File: config.mk
export PLATFORM = sky130hd
export DESIGN_NAME = multicycle_sequencer
export DESIGN_NICKNAME = d
export VERILOG_FILES = /design/src/rtl/multicycle_sequencer_pkg.sv /design/src/rtl/multicycle_sequencer.sv
export SDC_FILE = /design/constraint.sdc
export NUM_CORES = 1
export LEC_CHECK = 0
export CAP_MARGIN = 20
export CORE_MARGIN = 3
export CORE_UTILIZATION = 45
export CTS_CLUSTER_SIZE = 40
export DETAILED_ROUTE_END_ITERATION = 8
export PLACE_DENSITY = 0.79
export SYNTH_ARGS = -nofsm -noshare
export SYNTH_HDL_FRONTEND = slang
export SYNTH_SLANG_ARGS = --single-unit
File: constraint.sdc
create_clock -name clk -period 2.4 [get_ports clk]
set_clock_uncertainty 0.05 [all_clocks]
set_input_delay 0.48 -clock clk [delete_from_list [all_inputs] [get_ports clk]]
set_output_delay 0.48 -clock clk [all_outputs]
set_load 0.02 [all_outputs]
File: src/rtl/multicycle_sequencer_pkg.sv
// Shared definitions for the multicycle instruction sequencer: state
// encoding, branch-type codes, PC source select codes and the command width.
package multicycle_sequencer_pkg;

    localparam int EXEC_CMD_W = 4;

    typedef enum logic [2:0] {
        ST_IDLE   = 3'd0,
        ST_FETCH  = 3'd1,
        ST_DECODE = 3'd2,
        ST_EXEC   = 3'd3,
        ST_MEM    = 3'd4,
        ST_WB     = 3'd5
    } state_t;

    typedef enum logic [1:0] {
        BR_NONE  = 2'b00,
        BR_ZERO  = 2'b01,
        BR_NZERO = 2'b10,
        BR_JUMP  = 2'b11
    } branch_t;

    localparam logic [1:0] PC_SRC_SEQ    = 2'b00;
    localparam logic [1:0] PC_SRC_BRANCH = 2'b01;
    localparam logic [1:0] PC_SRC_JUMP   = 2'b10;

endpackage

File: src/rtl/multicycle_sequencer.sv
// Multicycle instruction sequencer: walks FETCH -> DECODE -> EXEC ->
// [MEM] -> [WB] per instruction and emits the datapath strobes.
//
// Ports:
//   clk, rst_n            single clock, async active-low reset
//   start                 run enable (sampled in IDLE and at retire)
//   exec_command .. branch_type   decoded instruction fields
//   alu_zero, mem_ready   datapath feedback
//   imem_req .. reg_write datapath strobes; alu_cmd/pc_src selects
//   state, busy           FSM status
//   illegal_op, timeout_err   sticky error flags
//   retired               wrapping retired-instruction count
//
// Build option: MULTICYCLE_SEQ_MEM_TIMEOUT_EN bounds FETCH/MEM waits to
// TIMEOUT_CYCLES; when undefined waits are unbounded and timeout_err is 0.
//
// state  | meaning
// IDLE   | stopped, waiting for start
// FETCH  | instruction memory request until mem_ready
// DECODE | latch decoded fields
// EXEC   | ALU operation, branch resolution
// MEM    | data memory request until mem_ready
// WB     | register write-back
module multicycle_sequencer
    import multicycle_sequencer_pkg::*;
#(
    parameter int TIMEOUT_CYCLES = 16
) (
    input  logic                  clk,
    input  logic                  rst_n,
    input  logic                  start,
    input  logic [EXEC_CMD_W-1:0] exec_command,
    input  logic                  mem_read,
    input  logic                  mem_write,
    input  logic                  wb_enable,
    input  logic                  is_immediate,
    input  logic [1:0]            branch_type,
    input  logic                  alu_zero,
    input  logic                  mem_ready,
    output logic                  imem_req,
    output logic                  ir_write,
    output logic                  pc_write,
    output logic                  alu_start,
    output logic                  alu_src_imm,
    output logic                  dmem_req,
    output logic                  dmem_we,
    output logic                  reg_write,
    output logic [EXEC_CMD_W-1:0] alu_cmd,
    output logic [1:0]            pc_src,
    output logic [2:0]            state,
    output logic                  busy,
    output logic                  illegal_op,
    output logic                  timeout_err,
    output logic [15:0]           retired
);

    state_t                  state_q, state_d;
    logic [EXEC_CMD_W-1:0]   cmd_q, cmd_d;
    logic                    rd_q, rd_d, wr_q, wr_d, wb_q, wb_d, imm_q, imm_d;
    logic [1:0]              br_q, br_d;
    logic [15:0]             retired_q, retired_d;
    logic                    illegal_q, illegal_d;
    logic                    retire;

`ifdef MULTICYCLE_SEQ_MEM_TIMEOUT_EN
    localparam int WAIT_W = $clog2(TIMEOUT_CYCLES) + 1;
    localparam logic [WAIT_W-1:0] WAIT_LOAD = WAIT_W'(TIMEOUT_CYCLES - 1);
    logic [WAIT_W-1:0] wait_cnt_q, wait_cnt_d;
    logic              timeout_q, timeout_d;
    logic              wait_expired;

    // Down-counter reloads on every state change, so each FETCH/MEM visit
    // gets a full TIMEOUT_CYCLES budget; zero in a waiting cycle means expiry.
    assign wait_expired = (wait_cnt_q == '0);

    always_comb begin
        wait_cnt_d = wait_cnt_q;
        if (state_d != state_q) begin
            wait_cnt_d = WAIT_LOAD;
        end else if ((state_q == ST_FETCH || state_q == ST_MEM) && !wait_expired) begin
            wait_cnt_d = wait_cnt_q - 1'b1;
        end
    end

    always_ff @(posedge clk or negedge rst_n) begin
        if (!rst_n) begin
            wait_cnt_q <= WAIT_LOAD;
            timeout_q  <= 1'b0;
        end else begin
            wait_cnt_q <= wait_cnt_d;
            timeout_q  <= timeout_d;
        end
    end

    assign timeout_err = timeout_q;
`else
    assign timeout_err = 1'b0;
`endif

    always_comb begin
        state_d     = state_q;
        cmd_d       = cmd_q;
        rd_d        = rd_q;
        wr_d        = wr_q;
        wb_d        = wb_q;
        imm_d       = imm_q;
        br_d        = br_q;
        retired_d   = retired_q;
        illegal_d   = illegal_q;
        retire      = 1'b0;
        imem_req    = 1'b0;
        ir_write    = 1'b0;
        pc_write    = 1'b0;
        alu_start   = 1'b0;
        dmem_req    = 1'b0;
        dmem_we     = 1'b0;
        reg_write   = 1'b0;
        pc_src      = PC_SRC_SEQ;
`ifdef MULTICYCLE_SEQ_MEM_TIMEOUT_EN
        timeout_d   = timeout_q;
`endif

        case (state_q)
            ST_IDLE: begin
                if (start) state_d = ST_FETCH;
            end
            ST_FETCH: begin
                imem_req = 1'b1;
                if (mem_ready) begin
                    ir_write = 1'b1;
                    pc_write = 1'b1;
                    state_d  = ST_DECODE;
                end else begin
`ifdef MULTICYCLE_SEQ_MEM_TIMEOUT_EN
                    if (wait_expired) begin
                        timeout_d = 1'b1;
                        state_d   = ST_IDLE;
                    end
`endif
                end
            end
            ST_DECODE: begin
                cmd_d   = exec_command;
                rd_d    = mem_read;
                wr_d    = mem_write;
                wb_d    = wb_enable;
                imm_d   = is_immediate;
                br_d    = branch_type;
                state_d = ST_EXEC;
            end
            ST_EXEC: begin
                alu_start = 1'b1;
                // Conflicting decode: flag it and retire without touching
                // memory, the register file or the PC.
                if ((rd_q && wr_q) || (br_q != BR_NONE && (rd_q || wr_q))) begin
                    illegal_d = 1'b1;
                    retire    = 1'b1;
                end else begin
                    case (br_q)
                        BR_ZERO: begin
                            if (alu_zero) begin
                                pc_write = 1'b1;
                                pc_src   = PC_SRC_BRANCH;
                            end
                            retire = 1'b1;
                        end
                        BR_NZERO: begin
                            if (!alu_zero) begin
                                pc_write = 1'b1;
                                pc_src   = PC_SRC_BRANCH;
                            end
                            retire = 1'b1;
                        end
                        BR_JUMP: begin
                            pc_write = 1'b1;
                            pc_src   = PC_SRC_JUMP;
                            retire   = 1'b1;
                        end
                        default: begin
                            if (rd_q || wr_q) state_d = ST_MEM;
                            else if (wb_q)    state_d = ST_WB;
                            else              retire  = 1'b1;
                        end
                    endcase
                end
            end
            ST_MEM: begin
                dmem_req = 1'b1;
                dmem_we  = wr_q;
                if (mem_ready) begin
                    if (wb_q) state_d = ST_WB;
                    else      retire  = 1'b1;
                end else begin
`ifdef MULTICYCLE_SEQ_MEM_TIMEOUT_EN
                    if (wait_expired) begin
                        timeout_d = 1'b1;
                        state_d   = ST_IDLE;
                    end
`endif
                end
            end
            ST_WB: begin
                reg_write = 1'b1;
                retire    = 1'b1;
            end
            default: state_d = ST_IDLE;
        endcase

        if (retire) begin
            retired_d = retired_q + 16'd1;
            state_d   = start ? ST_FETCH : ST_IDLE;
        end
    end

    always_ff @(posedge clk or negedge rst_n) begin
        if (!rst_n) begin
            state_q   <= ST_IDLE;
            cmd_q     <= '0;
            rd_q      <= 1'b0;
            wr_q      <= 1'b0;
            wb_q      <= 1'b0;
            imm_q     <= 1'b0;
            br_q      <= BR_NONE;
            retired_q <= '0;
            illegal_q <= 1'b0;
        end else begin
            state_q   <= state_d;
            cmd_q     <= cmd_d;
            rd_q      <= rd_d;
            wr_q      <= wr_d;
            wb_q      <= wb_d;
            imm_q     <= imm_d;
            br_q      <= br_d;
            retired_q <= retired_d;
            illegal_q <= illegal_d;
        end
    end

    assign alu_cmd     = cmd_q;
    assign alu_src_imm = imm_q;
    assign state       = state_q;
    assign busy        = (state_q != ST_IDLE);
    assign illegal_op  = illegal_q;
    assign retired     = retired_q;

endmodule
Yosys cells after proc, flatten, opt, wreduce, memory -nomap -nowiden:

Cells that the tools add are included.

* bits in registers: 30
* input port bits: 15
* output and inout port bits: 36

* add/sub/neg operators: 1
* equal/unequal tests: 14
* multiplexer cells: 33
* reduce and logical (&&, ||, !) cells: 10

Operators with widths (number)
* 3-bit 2-to-1 mux: 8
* 1-bit 2-to-1 mux: 18
* 3-bit one-hot mux with 6 select lines: 1
* 16-bit by 1-bit adder with 16-bit output (second input constant): 1
* 3-bit != test (second input constant): 5
* 3-bit by 2-bit == test with 1-bit output (second input constant): 2
* 3-bit == test (second input constant): 2
* 1-bit one-hot mux with 3 select lines: 2
* 2-bit one-hot mux with 3 select lines: 1
* 6-bit AND reduction: 1
* 2-bit == test (second input constant): 2
* 2-bit 2-to-1 mux: 2
* 3-bit by 1-bit == test with 1-bit output (second input constant): 1
* 3-bit zero test: 1
* 3-bit nonzero test: 1
* 3-bit OR reduction: 1
* 2-bit by 1-bit == test with 1-bit output (second input constant): 1
* 1-bit logical AND: 2
* 1-bit logical OR: 2
* 2-bit != test (second input constant): 1
* 1-bit one-hot mux with 2 select lines: 1
* 2-bit AND reduction: 1
* 2-bit nonzero test: 1

Depth between registers and ports, before layout:

* depth after elaboration: 7
* gate-level depth with buffers: 6

Least setup slack after synthesis:

No wires, ideal clock.

* path type: reg2out
* from: reg state_q[0], in the netlist state[0]
* to: out pc_write
* arrival time: 1.821 ns
* path slack: 0.049 ns
* stages on the path, launching flop included: 5
* path buffers: 0
* cell sequence: dfrtp_1 > inv_1 > nor3_1 > and2_1 > o21bai_1

* longest elaborated chain between the ends: 2

Ends and longest elaborated chain
* start: declaration: RTL line multicycle_sequencer.sv:57 `state_t state_q, state_d;`
* start signal: assignment: RTL line multicycle_sequencer.sv:227 `state_q <= state_d;`
* 3-bit by 2-bit == test with 1-bit output / 3-bit by 1-bit == test with 1-bit output (equally long branches): RTL line multicycle_sequencer.sv:123 `case (state_q)`
* 1-bit one-hot mux with 2 select lines *: RTL line multicycle_sequencer.sv:123
* end: declaration: RTL line multicycle_sequencer.sv:42 `output logic pc_write,`

Mark *: on every way between the ends. The rest lies on a longest branch, timed or not.

Worst setup path in the final report:

* from: reg state_q[2], in the netlist state[2]
* to: out dmem_req

* longest elaborated chain between the ends: 2

Ends and longest elaborated chain
* 3-bit == test: RTL line multicycle_sequencer.sv:123
* 1-bit 2-to-1 mux: RTL line multicycle_sequencer.sv:123
* end: declaration: RTL line multicycle_sequencer.sv:45 `output logic dmem_req,`

No other way between the ends.

==> flow_summary.ini <==
[run_status]
status = finished clean

[placed_design]
dp_hpwl_um = 2760
gp_congestion = 0.876
post-place-ws_ps = -104
io_buffers = 49

[synthesis]
syn-num-nets = 158
synth_cells = 142
synth-seq-area-share_pct = 50.1
yosys_register_bits = 30
synth_cell_types = 38
avgSynthCellArea_um2 = 10.5
yosys_warnings = 0
syn_area_um2 = 1500

[die]
die_w_um = 63.7
rows = 20
core-area_um2 = 3100
dieArea_um2 = 4060
die_height_um = 63.7
ioPinCount = 51
start_util_pct = 48.3

[power]
swShare_pct = 40.6
p_seq_share_pct = 35.5
power.internal_uw = 1440
powerDensity_nw_per_um2 = 1130
ir_drop_v = 0.000441
comb_power_share_pct = 51.6
leakagePower_uw = 0.000961
pwr-share-clk_pct = 12.9
power.switching_uw = 984

[sta]
max_freq_ghz = 0.437
timing.final.crit_share_pct = 95.3
period_needed_ps = 2290
grt_setup_unrepaired = false
setup_tns_ps = 0
setup_viol = 0
hold_viol_final = 0
fin_ws_ps = 113
drv_slew = 0

[worst_setup_path]
worstPathMaxFanout = 9
end_kind = output pin
crit_arrival_ps = 1760
setup.worst_path.start_class = register
required_ps = 1870
crit_type = register to output pin

[global_route]
grt_pass1_vias = 1258
grt_pass1_wl_um = 5950
grt_usage_pct = 19.1
antenna_found_initial = 0
overflow = 0
grt_max_degree = 31

[finish]
drive_above_1_share_pct = 16.4
nets = 216
num_antenna_cells = 0
final_common_cell = clkdlybuf4s50_1
area_growth_syn_to_layout_pct = 43.4
fin_util_pct = 69.2
layout_common_cells = 41 x clkdlybuf4s50_1, 29 x dfrtp_1, 15 x nand2_1, 12 x nor2_1, 11 x mux2_2

[clocking]
cts_sinks = 30
cts_buffer_depth = 2
cts_tree = built
root_buffer = clkbuf_4
htreeDepth = 2
cts_resized = 4
clk_pin_slew_ps = 100
cts_hold_buf = 0
clk_latency_ps = 330
cts_buffers = 5
post_cts.repair.setup_buffers = 0

[route]
vias = 1266
avgViaCountPerCell = 5.17
dr.pass1.iters = 4
remaining_drc_errors = 0
drt_iter0_markers = 84
wl_per_cell_um = 14.9
postRouteAntennaNets = 0
wl_um = 3650

[run]
maxCapViolCount = 0

[hold_path]
hp-class = register to register
[through the flow]
step	cell area (um2)	cells	total power (uW)	hold WS, ps
floorplan	1500	142	1570	134
global placement	2070	237	2060	391
detailed placement	2070	237	2120	397
CTS	2130	245	2440	419
global route	2150	245	2590	435
finish	2150	245	2420	419
[final cells by class]
cell class	instances	area (um2)
well taps	44	55.1
fillers	258	955
flip-flops and latches	30	752
multi-input cells	101	703
inverters	6	22.5
clock buffers	7	55.1
repair buffers	56	556
clock inverters	1	5.00
[path summary, 6_finish.rpt]
check | startpoint | endpoint | slack (ps) | depth (start not counted)
hold reg to reg | illegal_op$_DFFE_PN0P_ | illegal_op$_DFFE_PN0P_ | 420 | 1
setup reg to reg | state[0]$_DFFE_PN0P_ | retired[15]$_DFFE_PN0P_ | 460 | 7
setup / recovery | state[2]$_DFFE_PN0P_ | dmem_req | 110 | 4
max in group asynchronous | rst_n | state[1]$_DFFE_PN0P_ | 1530 | 2
hold / removal | illegal_op$_DFFE_PN0P_ | illegal_op$_DFFE_PN0P_ | 420 | 1
min in group asynchronous | rst_n | rd_q$_DFFE_PN0P_ | 480 | 2
[metal layers]
metal | share of wire [%] | global-route usage [%] | vias up
met5 | 0 | 0 | -
met4 | 2.6 | 10.5 | 0
met3 | 6.1 | 5.53 | 11
met2 | 49 | 31.3 | 54
met1 | 43 | 22.3 | 600
li1 | - | - | 601
[cell families (layout without fill, tap and decap cells)]
kind of cell             after synthesis  count (layout)  synth area share (%)
AO/OA/AOI/OAI                         19              19                  8.52
XOR/XNOR                              15              15                  8.77
other                                  1               1                 0.250
buffers and inverters                 11              70                  3.42
multiplexers                          12              12                  8.94
adder cells (fa/ha/maj)                1               1                 0.835
AND/OR/NAND/NOR                       53              53                  19.1
flip-flops                            30              30                  50.1
[critical path, cell delays in order, from the launching register on]
cell,delay (ps)
dfrtp_1,420
buf_4,190
nand2b_4,70
nor2_1,120
clkdlybuf4s50_1,620
[synth_stat cells (all sizes together)]
master,count,area [um2]
inv,6,22.5
nand3,5,25.0
xnor2,8,70.1
nor3,4,25.0
a21o,2,15.0
and4,1,8.76
o21bai,1,7.51
and3b,1,8.76
mux2i,1,10.0
nand4,2,12.5
a211oi,2,15.0
mux2,11,124
nand2b,4,32.5
buf,4,25.0
clkbuf,1,3.75
ha,1,12.5
o31ai,1,7.51
a311oi,1,8.76
and2,2,12.5
a211o,1,8.76
nor4,1,21.3
o21ai,4,23.8
a2111o,1,11.3
nor2,13,48.8
or3b,1,8.76
nor2b,1,6.26
a21oi,6,30.0
nand2,15,56.3
nand3b,1,7.51
conb,1,3.75
dfrtp,30,751
and3,1,6.26
xor2,7,61.3
or3,1,6.26
[power groups by stage]
stage	registers (uW)	clock network, uW	logic, uW
2_1_floorplan	970	0	605
3_3_place_gp	842	0	1220
3_5_place_dp	862	0	1260
4_1_cts	856	324	1260
5_1_grt	891	350	1350
6_report	860	313	1250
[state kept, by name (all words and copies together), names as in the netlist]
| name | cells |
|---|---|
| state | 3 |
| br_q | 2 |
| wr_q | 1 |
| illegal_op | 1 |
| alu_cmd | 4 |
| rd_q | 1 |
| wb_q | 1 |
| alu_src_imm | 1 |
| retired | 16 |
Note: power is estimated with default switching activity, not from simulation.
